**src/rtl/gf_inv_sequencer_if.sv**
```systemverilog
// Byte handshake bundle for the S-box sequencer.
// master drives bytes in and takes results; slave is the sequencer.
interface gf_inv_sequencer_if;
   logic       in_valid;
   logic       in_ready;
   logic [7:0] in_data;
   logic       out_valid;
   logic       out_ready;
   logic [7:0] out_data;

   modport master (
      output in_valid, in_data, out_ready,
      input  in_ready, out_valid, out_data
   );

   modport slave (
      input  in_valid, in_data, out_ready,
      output in_ready, out_valid, out_data
   );
endinterface

```
**src/rtl/gf_inv_sequencer.sv**
```systemverilog
// AES S-box via a^254 on one bit-serial GF(2^8) multiplier.
// 13 ops (square/multiply alternating) x 8 bits, then optional affine.
module gf_inv_sequencer #(
   parameter logic [8:0] POLY      = 9'h11B,
   parameter bit         AFFINE_EN = 1'b1
) (
   input  logic           clk,
   input  logic           rst_n,
   gf_inv_sequencer_if.slave io,
   output logic           busy
);

   typedef enum logic [1:0] {IDLE, MUL, DONE} state_t;

   state_t     state_q, state_d;
   logic [7:0] base_q, r_q, acc_q, out_q;
   logic [3:0] op_q;
   logic [2:0] bit_q;
   logic       ov_q;

   logic [7:0] y, acc_cur, acc_nx;
   logic       accept, last_step;

   function automatic logic [7:0] xtime(input logic [7:0] v);
      return {v[6:0], 1'b0} ^ (v[7] ? POLY[7:0] : 8'h00);
   endfunction

   function automatic logic [7:0] rotl(input logic [7:0] v,
                                       input int n);
      return (v << n) | (v >> (8 - n));
   endfunction

   function automatic logic [7:0] out_map(input logic [7:0] b);
      if (AFFINE_EN)
         return b ^ rotl(b, 1) ^ rotl(b, 2) ^ rotl(b, 3)
                  ^ rotl(b, 4) ^ 8'h63;
      else
         return b;
   endfunction

   // One multiplier step: even ops square r, odd ops multiply by base
   always_comb begin
      y         = op_q[0] ? base_q : r_q;
      acc_cur   = (bit_q == 3'd7) ? 8'h00 : acc_q;
      acc_nx    = xtime(acc_cur) ^ (y[bit_q] ? r_q : 8'h00);
      accept    = (state_q == IDLE) && io.in_valid;
      last_step = (bit_q == 3'd0) && (op_q == 4'd12);
   end

   // Next-state decode
   always_comb begin
      state_d = state_q;
      unique case (state_q)
         IDLE: if (io.in_valid) state_d = MUL;
         MUL:  if (last_step) state_d = DONE;
         DONE: if (io.out_ready) state_d = IDLE;
         default: state_d = IDLE;
      endcase
   end

   // State register
   always_ff @(posedge clk or negedge rst_n) begin
      if (!rst_n) state_q <= IDLE;
      else        state_q <= state_d;
   end

   // Operand, accumulator and result registers
   always_ff @(posedge clk or negedge rst_n) begin
      if (!rst_n) begin
         base_q <= '0;
         r_q    <= '0;
         acc_q  <= '0;
         out_q  <= '0;
         op_q   <= '0;
         bit_q  <= '0;
         ov_q   <= 1'b0;
      end else begin
         if (accept) begin
            base_q <= io.in_data;
            r_q    <= io.in_data;
            op_q   <= 4'd0;
            bit_q  <= 3'd7;
         end
         if (state_q == MUL) begin
            acc_q <= acc_nx;
            if (bit_q == 3'd0) begin
               r_q   <= acc_nx;
               bit_q <= 3'd7;
               op_q  <= op_q + 4'd1;
               if (op_q == 4'd12) begin
                  out_q <= out_map(acc_nx);
                  ov_q  <= 1'b1;
               end
            end else begin
               bit_q <= bit_q - 3'd1;
            end
         end
         if (state_q == DONE && io.out_ready) ov_q <= 1'b0;
      end
   end

   assign io.in_ready  = (state_q == IDLE);
   assign io.out_valid = ov_q;
   assign io.out_data  = out_q;
   assign busy         = (state_q == MUL);

endmodule
```
**src/flat_wrapper.sv**
```systemverilog
// flat-port wrapper written by rule: the top's interface ports become plain ports
module gf_inv_sequencer_flat 
#(
   parameter logic [8:0] POLY      = 9'h11B,
   parameter bit         AFFINE_EN = 1'b1
)
  (clk, rst_n, busy, io_in_valid, io_in_data, io_out_ready, io_in_ready, io_out_valid, io_out_data);
  gf_inv_sequencer_if io_i ();
  input  logic clk;
  input  logic rst_n;
  output logic busy;
  input wire logic [$bits(io_i.in_valid)-1:0] io_in_valid;
  input wire logic [$bits(io_i.in_data)-1:0] io_in_data;
  input wire logic [$bits(io_i.out_ready)-1:0] io_out_ready;
  output wire logic [$bits(io_i.in_ready)-1:0] io_in_ready;
  output wire logic [$bits(io_i.out_valid)-1:0] io_out_valid;
  output wire logic [$bits(io_i.out_data)-1:0] io_out_data;
  assign io_i.in_valid = io_in_valid;
  assign io_i.in_data = io_in_data;
  assign io_i.out_ready = io_out_ready;
  assign io_in_ready = io_i.in_ready;
  assign io_out_valid = io_i.out_valid;
  assign io_out_data = io_i.out_data;
  gf_inv_sequencer #(.POLY(POLY), .AFFINE_EN(AFFINE_EN)) u_core (.clk(clk), .rst_n(rst_n), .io(io_i), .busy(busy));
endmodule
```
**config.mk**
```make
export PLATFORM = sky130hd
export DESIGN_NAME = gf_inv_sequencer_flat
export DESIGN_NICKNAME = d
export VERILOG_FILES = /design/src/rtl/gf_inv_sequencer_if.sv /design/src/rtl/gf_inv_sequencer.sv /design/src/flat_wrapper.sv
export SDC_FILE = /design/constraint.sdc
export NUM_CORES = 1
export LEC_CHECK = 0
export ABC_AREA = 1
export CAP_MARGIN = 20
export CORE_MARGIN = 2
export CORE_UTILIZATION = 55
export DETAILED_ROUTE_END_ITERATION = 8
export PLACE_DENSITY_LB_ADDON = 0.1
export RECOVER_POWER = 25
export SYNTH_ARGS = -nofsm -noshare
export SYNTH_HDL_FRONTEND = slang
export SYNTH_SLANG_ARGS = --single-unit
```
**constraint.sdc**
```tcl
create_clock -name clk -period 2.05 [get_ports clk]
set_input_delay 0.41 -clock clk [delete_from_list [all_inputs] [get_ports clk]]
set_output_delay 0.41 -clock clk [all_outputs]
set_load 0.01 [all_outputs]
```
==> summary.txt, run 1 <==
Clock network
  • Clock buffer depth: 2
  • Clk_lat worst skew: 290 ps
  • Root Buffer: clkbuf_8
  • Total CTS buffers: 5
  • Clock Sink Count: 42
  • Hold Buf Count CTS: 0
  • CTS tree: done
  • H-Tree Depth: 2
  • Clock slew at reported path FFs: 80 ps

Floorplanning
  • IO Pins: 23
  • Die width: 72.41 um
  • Die Span Y: 72.41 um
  • Initial Util: 0.5791
  • Die area: 5242 um2
  • Core Region: 4444 um2
  • Num rows: 24

Finish
  • Commonest non-fill, non-tap cell in the layout: nand2_1
  • Final Util: 0.7545
  • Layout area overhead: 30.29%
  • Layout cells sized above 1: 0.2857
  • Antenna cells: 0
  • Final #Nets: 431
  • Highest-count cells in the layout ignoring fill and taps: nand2_1, nand3_1, nand2_2, dfrtp_1, inv_1

STA
  • Period Utilization, post-route: 1.015
  • Achievable clock frequency: 0.4806 GHz
  • RSZ-0062 raised after global routing: yes
  • Setup Skew: 8.372 ps
  • Setup TNS: -79.38 ps
  • Count of final setup violators: 3
  • Post-layout min period: 2081 ps
  • Worst Tran Pin Value: 1287 ps
  • Final-report hold violation count: 0
  • Worst relative slew slack: 0.1418
  • Slew Limit Fails: 0
  • Setup ws final: -30.87 ps

Setup path
  • WS Path Type: reg2reg
  • Top cell by count, worst path: nand2_1
  • Crit. End Element: flop
  • FF-to-FF End: u_core.io.out_data[6]$_DFFE_PN0P_
  • R2R depth: 15
  • Reg2reg start: u_core.op_q[0]$_DFF_PN0_
  • Largest stage delay, worst path: 460 ps
  • Worst EP required: 2240 ps
  • Worst path arrival time: 2270 ps
  • Startpoint types: flop
  • Crit-path max FO: 6
  • Slowest CP cell: dfrtp_2
  • CP cell instances: buf_6 -> nand2_1 -> nand3_1 -> nand3_2 -> nand3_4 -> nand2_8 -> nand2_1 -> nand2_1 -> nand2_2 -> nand2_2 -> nand2_2 -> nand2_1 -> nand3_1 -> nand3_1 -> nand2_1
  • FF-to-FF setup slack: -30 ps

Detailed routing
  • Post-DR wirelength/cell: 15.68 um
  • Vias after detailed routing: 2719
  • Via-to-Cell Ratio: 5.847
  • Final WL: 7289 um
  • First drt pass iteration count: 6
  • Drt initial violations: 399
  • Drt drc: 0
  • Post-route ant nets: 0

Job
  • # Max-Cap Violations: 0

Synthesis
  • Number of enable flip-flop cells after synthesis: 0
  • Mapped Nets: 377
  • Synth Register Bits: 42
  • Syn Inst Count: 360
  • Sequential element share of the synthesized area: 0.4084
  • Library cells used by synthesis: 24
  • Mapped cell area: 2574 um2
  • Ys async rst share: 1.000
  • Yosys warnings: 0
  • Mean Syn Cell Area: 7.149 um2
  • Top FF cell, synth: dfrtp_1

Run status
  • Failing checks: negative setup slack
  • Outcome: finished with violations

Placement
  • Post-DP HPWL: 4742 um
  • GP Congestion: 1.002
  • I/O Buffers: 22

GRT
  • GRT Residual Overflow: 0
  • GRT Total Usage: 0.2624
  • Global-route wire length before repair: 10630 um
  • Largest net degree at the start of global routing: 24
  • Initial antenna violation count: 0
  • Number of global-route vias before repair: 2323

Hold path
  • Hold Path Class: in2async
==> repair_timing <==
action                     in CTS  in global routing
resized for setup               3                 63
buffers inserted                0                 13
setup endpoints to repair       2                 17
gates cloned                    1                  1
hold endpoints to repair        0                  0
pin swaps                       1                 17
==> worst max-delay path: cells and delay by family, from the launching register on <==
kind	cells	cell delay, ps
buffers and inverters	1	140
and+or+nand+nor	14	1370
DFF	1	460
==> synthesized netlist by cell type, types with 3 or more instances <==
library cell / n / share of area
nand2_1: 131 / 0.19
nand3_1: 55 / 0.11
dfrtp_1: 42 / 0.41
inv_1: 35 / 0.051
o21ai_0: 26 / 0.051
nand2_2: 21 / 0.051
o221ai_1: 8 / 0.027
nor2_1: 7 / 0.010
ha_1: 5 / 0.024
inv_2: 4 / 0.0058
clkinv_1: 3 / 0.0044
nand3_2: 3 / 0.012
nor3_1: 3 / 0.0058
==> state kept, by name, summed over array words and instances (netlist names) <==
signal,cells
u_core.acc_q,8
u_core.base_q,8
u_core.io.out_data,8
u_core.r_q,8
u_core.op_q,4
u_core.bit_q,3
u_core.state_q,2
u_core.io.out_valid,1
==> stage by stage <==
step	cell area [um2]	cells	hold WS [ps]	worst slack [ps]
2_1_floorplan	2574	360	114.4	190.8
3_3_place_gp	2929	444	415.4	31.90
3_5_place_dp	2929	444	414.4	-32.54
4_1_cts	3047	451	99.45	4.466
5_1_grt	3353	465	460.1	-135.9
6_report	3353	465	375.1	-30.87
==> worst max path at each step <==
stage,start,to,slack (ps),cells past startpoint
finish,u_core.op_q[0]$_DFF_PN0_,u_core.io.out_data[6]$_DFFE_PN0P_,-30,15
floorplan,u_core.bit_q[0]$_DFFE_PN0P_,u_core.io.out_data[1]$_DFFE_PN0P_,190,13
global route,u_core.op_q[0]$_DFF_PN0_,u_core.io.out_data[1]$_DFFE_PN0P_,-140,15
detailed placement,u_core.bit_q[0]$_DFFE_PN0P_,u_core.io.out_data[4]$_DFFE_PN0P_,-30,15
global placement,u_core.bit_q[0]$_DFFE_PN0P_,u_core.io.out_data[4]$_DFFE_PN0P_,30,15
CTS,u_core.bit_q[0]$_DFFE_PN0P_,u_core.io.out_data[4]$_DFFE_PN0P_,4,15
==> layer usage <==
metal	wire, um	track usage	part of all wire	vias up
met3	534	0.06111	0.073	29
met4	201	0.08642	0.028	0
li1	-	-	-	1274
met1	2958	0.3472	0.41	1268
met2	3595	0.4281	0.49	148
met5	0	0	0	-
==> layout make-up <==
| cell class | count | area [um2] |
|---|---|---|
| inverter | 42 | 170.2 |
| timing repair buffer | 50 | 431.7 |
| fill | 332 | 1091 |
| sequential | 42 | 1052 |
| multi-input combinational | 273 | 1551 |
| tap | 52 | 65.06 |
| clock buffer | 6 | 82.58 |
==> cell families after synthesis <==
group | count (synthesis) | share of synthesized area
adders and majority gates | 5 | 0.02431
and+or+nand+nor | 227 | 0.4020
DFF | 42 | 0.4084
buffers and inverters | 47 | 0.07584
AOI/OAI and AO/OA | 39 | 0.08945
Power of run 1 is not shown: default switching activity piles up to over one toggle a cycle in this logic, so the estimate is an artifact.
==> run 2: changes to the inputs <==
--- a/config.mk
+++ b/config.mk
@@ -8,7 +8,7 @@
 export ABC_AREA = 1
 export CAP_MARGIN = 20
 export CORE_MARGIN = 2
-export CORE_UTILIZATION = 55
+export CORE_UTILIZATION = 50
 export DETAILED_ROUTE_END_ITERATION = 8
 export PLACE_DENSITY_LB_ADDON = 0.1
 export RECOVER_POWER = 25
==> run 2 against run 1 <==
Effect of this change:
- the run now ends clean
- register-to-register slack better by 50 ps
- non-clock buffer count shrank 3
- critical path depth did not move
- design area rose by 2.6%
- highest routed layer unchanged
- clock skew up 5.8 ps
- via count decreased by 4.5%
==> summary.txt, run 2 (synthesized netlist as in run 1, its figures left out) <==
Clock network
  • Clk_lat worst skew: 310 ps (+20 ps)
  • CTS tree: done
  • Total CTS buffers: 5 (unchanged)
  • Root Buffer: clkbuf_8
  • Clock Sink Count: 42 (unchanged)
  • Clock slew at reported path FFs: 90 ps (about the same)
  • Clock buffer depth: 2 (unchanged)
  • H-Tree Depth: 2 (unchanged)

Setup path
  • Worst EP required: 2260 ps (+20 ps)
  • Reg2reg start: u_core.op_q[0]$_DFF_PN0_
  • Worst Setup SP: u_core.op_q[0]$_DFF_PN0_
  • Crit. End Element: flop
  • Crit-path max FO: 6 (unchanged)
  • CP bufs+invs: 1 (unchanged)
  • R2R depth: 15 (unchanged)
  • Crit. path cell count: 15 (unchanged)
  • Slowest CP cell: dfrtp_2
  • WS Path Type: reg2reg
  • Largest stage delay, worst path: 460 ps (about the same)
  • CP cell instances: buf_6 -> nand2_1 -> nand3_2 -> nand3_2 -> nand3_4 -> nand2_8 -> nand2_1 -> nand2_2 -> nand2_4 -> nand2_2 -> nand3_2 -> nand3b_1 -> nand2_1 -> nand2_1 -> nand2_1
  • Top cell by count, worst path: nand2_1
  • Top delay family on crit path: simple AND/OR/NAND/NOR gates
  • Worst path arrival time: 2240 ps (-30 ps)
  • Startpoint types: flop

Finish
  • Commonest non-fill, non-tap cell in the layout: nand2_1
  • Layout cells sized above 1: 0.3131 (+0.02739)
  • Layout area overhead: 33.64%
  • Highest-count cells in the layout ignoring fill and taps: nand2_1, nand2_2, nand3_1, dfrtp_1, inv_1
  • Antenna cells: 0 (unchanged)
  • Final #Nets: 428 (-0.70%)
  • Fillers: 432 (+30%)

Detailed routing
  • Drt drc: 0 (unchanged)
  • Drt initial violations: 190 (-52%)
  • Post-route ant nets: 0 (unchanged)
  • M1 wire length: 3141 um (+6.2%)
  • Final WL: 7124 um (-2.3%)
  • Post-DR wirelength/cell: 14.78 um (-5.7%)
  • Vias after detailed routing: 2598 (-4.5%)
  • Met2 WL: 3539 um (-1.6%)
  • Met3 wire length: 307 um (-43%)
  • Top Metal Used: met4
  • First drt pass iteration count: 5 (-1)
  • Via-to-Cell Ratio: 5.390 (-7.8%)

STA
  • Setup TNS: 0 ps (+79.38 ps)
  • Count of final setup violators: 0 (-3)
  • Final-report hold violation count: 0 (unchanged)
  • Worst Tran Pin Value: 1218 ps (-69.45 ps)
  • Period Utilization, post-route: 0.9917 (-0.02335)
  • RSZ-0062 raised after global routing: yes
  • Setup Skew: 14.18 ps (+5.809 ps)
  • Slew Limit Fails: 0 (unchanged)
  • Worst relative slew slack: 0.1881 (+0.04630)
  • Post-layout min period: 2033 ps (-47.87 ps)
  • Achievable clock frequency: 0.4919 GHz (+2.4%)

GRT
  • Initial antenna violation count: 0 (unchanged)
  • Global-route wire length before repair: 10360 um (-2.5%)
  • Largest net degree at the start of global routing: 25 (+4.2%)
  • GRT Total Usage: 0.2405 (-0.02196)
  • Number of global-route vias before repair: 2197 (-5.4%)
  • GRT Residual Overflow: 0 (unchanged)

Placement
  • GP Congestion: 0.8659 (-14%)
  • Post-DP HPWL: 4735 um (-0.16%)
  • I/O Buffers: 22 (unchanged)

Job
  • # Max-Cap Violations: 0 (unchanged)

Floorplanning
  • Die area: 5737 um2 (+9.4%)
  • Die width: 75.75 um (+4.6%)
  • Num rows: 26 (+8.3%)
  • Die Span Y: 75.75 um (+4.6%)
  • Core Region: 5042 um2 (+13%)
  • Initial Util: 0.5104 (-0.06869)
  • IO Pins: 23 (unchanged)

Run status
  • Outcome: complete, no violations

Hold path
  • Hold Path Class: in2async
## run 2: area by class of cell
cell class,count,area (um2),share of cell area
clock buffer,6,82.58,0.02401
timing repair buffer,47,405.4,0.1179
inverter,42,163.9,0.04765
multi-input combinational,273,1634,0.4751
tap,70,87.58,0.02546
sequential,42,1054,0.3063
clock inverter,2,12.51,0.003638
## run 2: worst paths after layout
path                       slack [ps]                           endpoint
setup / recovery                   20  u_core.io.out_data[1]$_DFFE_PN0P_
hold / removal                    340        u_core.acc_q[4]$_DFFE_PN0P_
setup reg to reg                   20  u_core.io.out_data[1]$_DFFE_PN0P_
hold reg to reg                   480  u_core.io.out_data[4]$_DFFE_PN0P_
max in group asynchronous         610           u_core.op_q[0]$_DFF_PN0_
min in group clk                  480  u_core.io.out_data[4]$_DFFE_PN0P_
## run 2: repair_timing
item / CTS / global route
cloned: 0 / 3
hold buffers: 0 / 0
pin swaps: 0 / 25
setup endpoints to repair: 8 / 8
gates resized for setup: 3 / 82
setup buffers: 0 / 15
## run 2: per-layer routing
| layer | global-route usage | up-vias |
|---|---|---|
| li1 | - | 1272 |
| met1 | 0.3369 | 1209 |
| met2 | 0.3745 | 97 |
| met3 | 0.05026 | 20 |
| met4 | 0.07212 | 0 |
| met5 | 0 | - |
## run 2: through the flow
stage / instance area, um2 / util / instances / setup WS, ps / hold slack, ps
2_1_floorplan: 2574 / - / 360 / 190.8 / 114.4
3_3_place_gp: 2907 / 0.5764 / 456 / -104.9 / 415.1
3_5_place_dp: 2907 / 0.5764 / 456 / -126.9 / 413.1
4_1_cts: 3018 / 0.5985 / 464 / -17.95 / 95.84
5_1_grt: 3440 / 0.6821 / 482 / -140.0 / 454.3
6_report: 3440 / 0.6821 / 482 / 17.00 / 344.5
Power of run 2 is left out for the same reason.
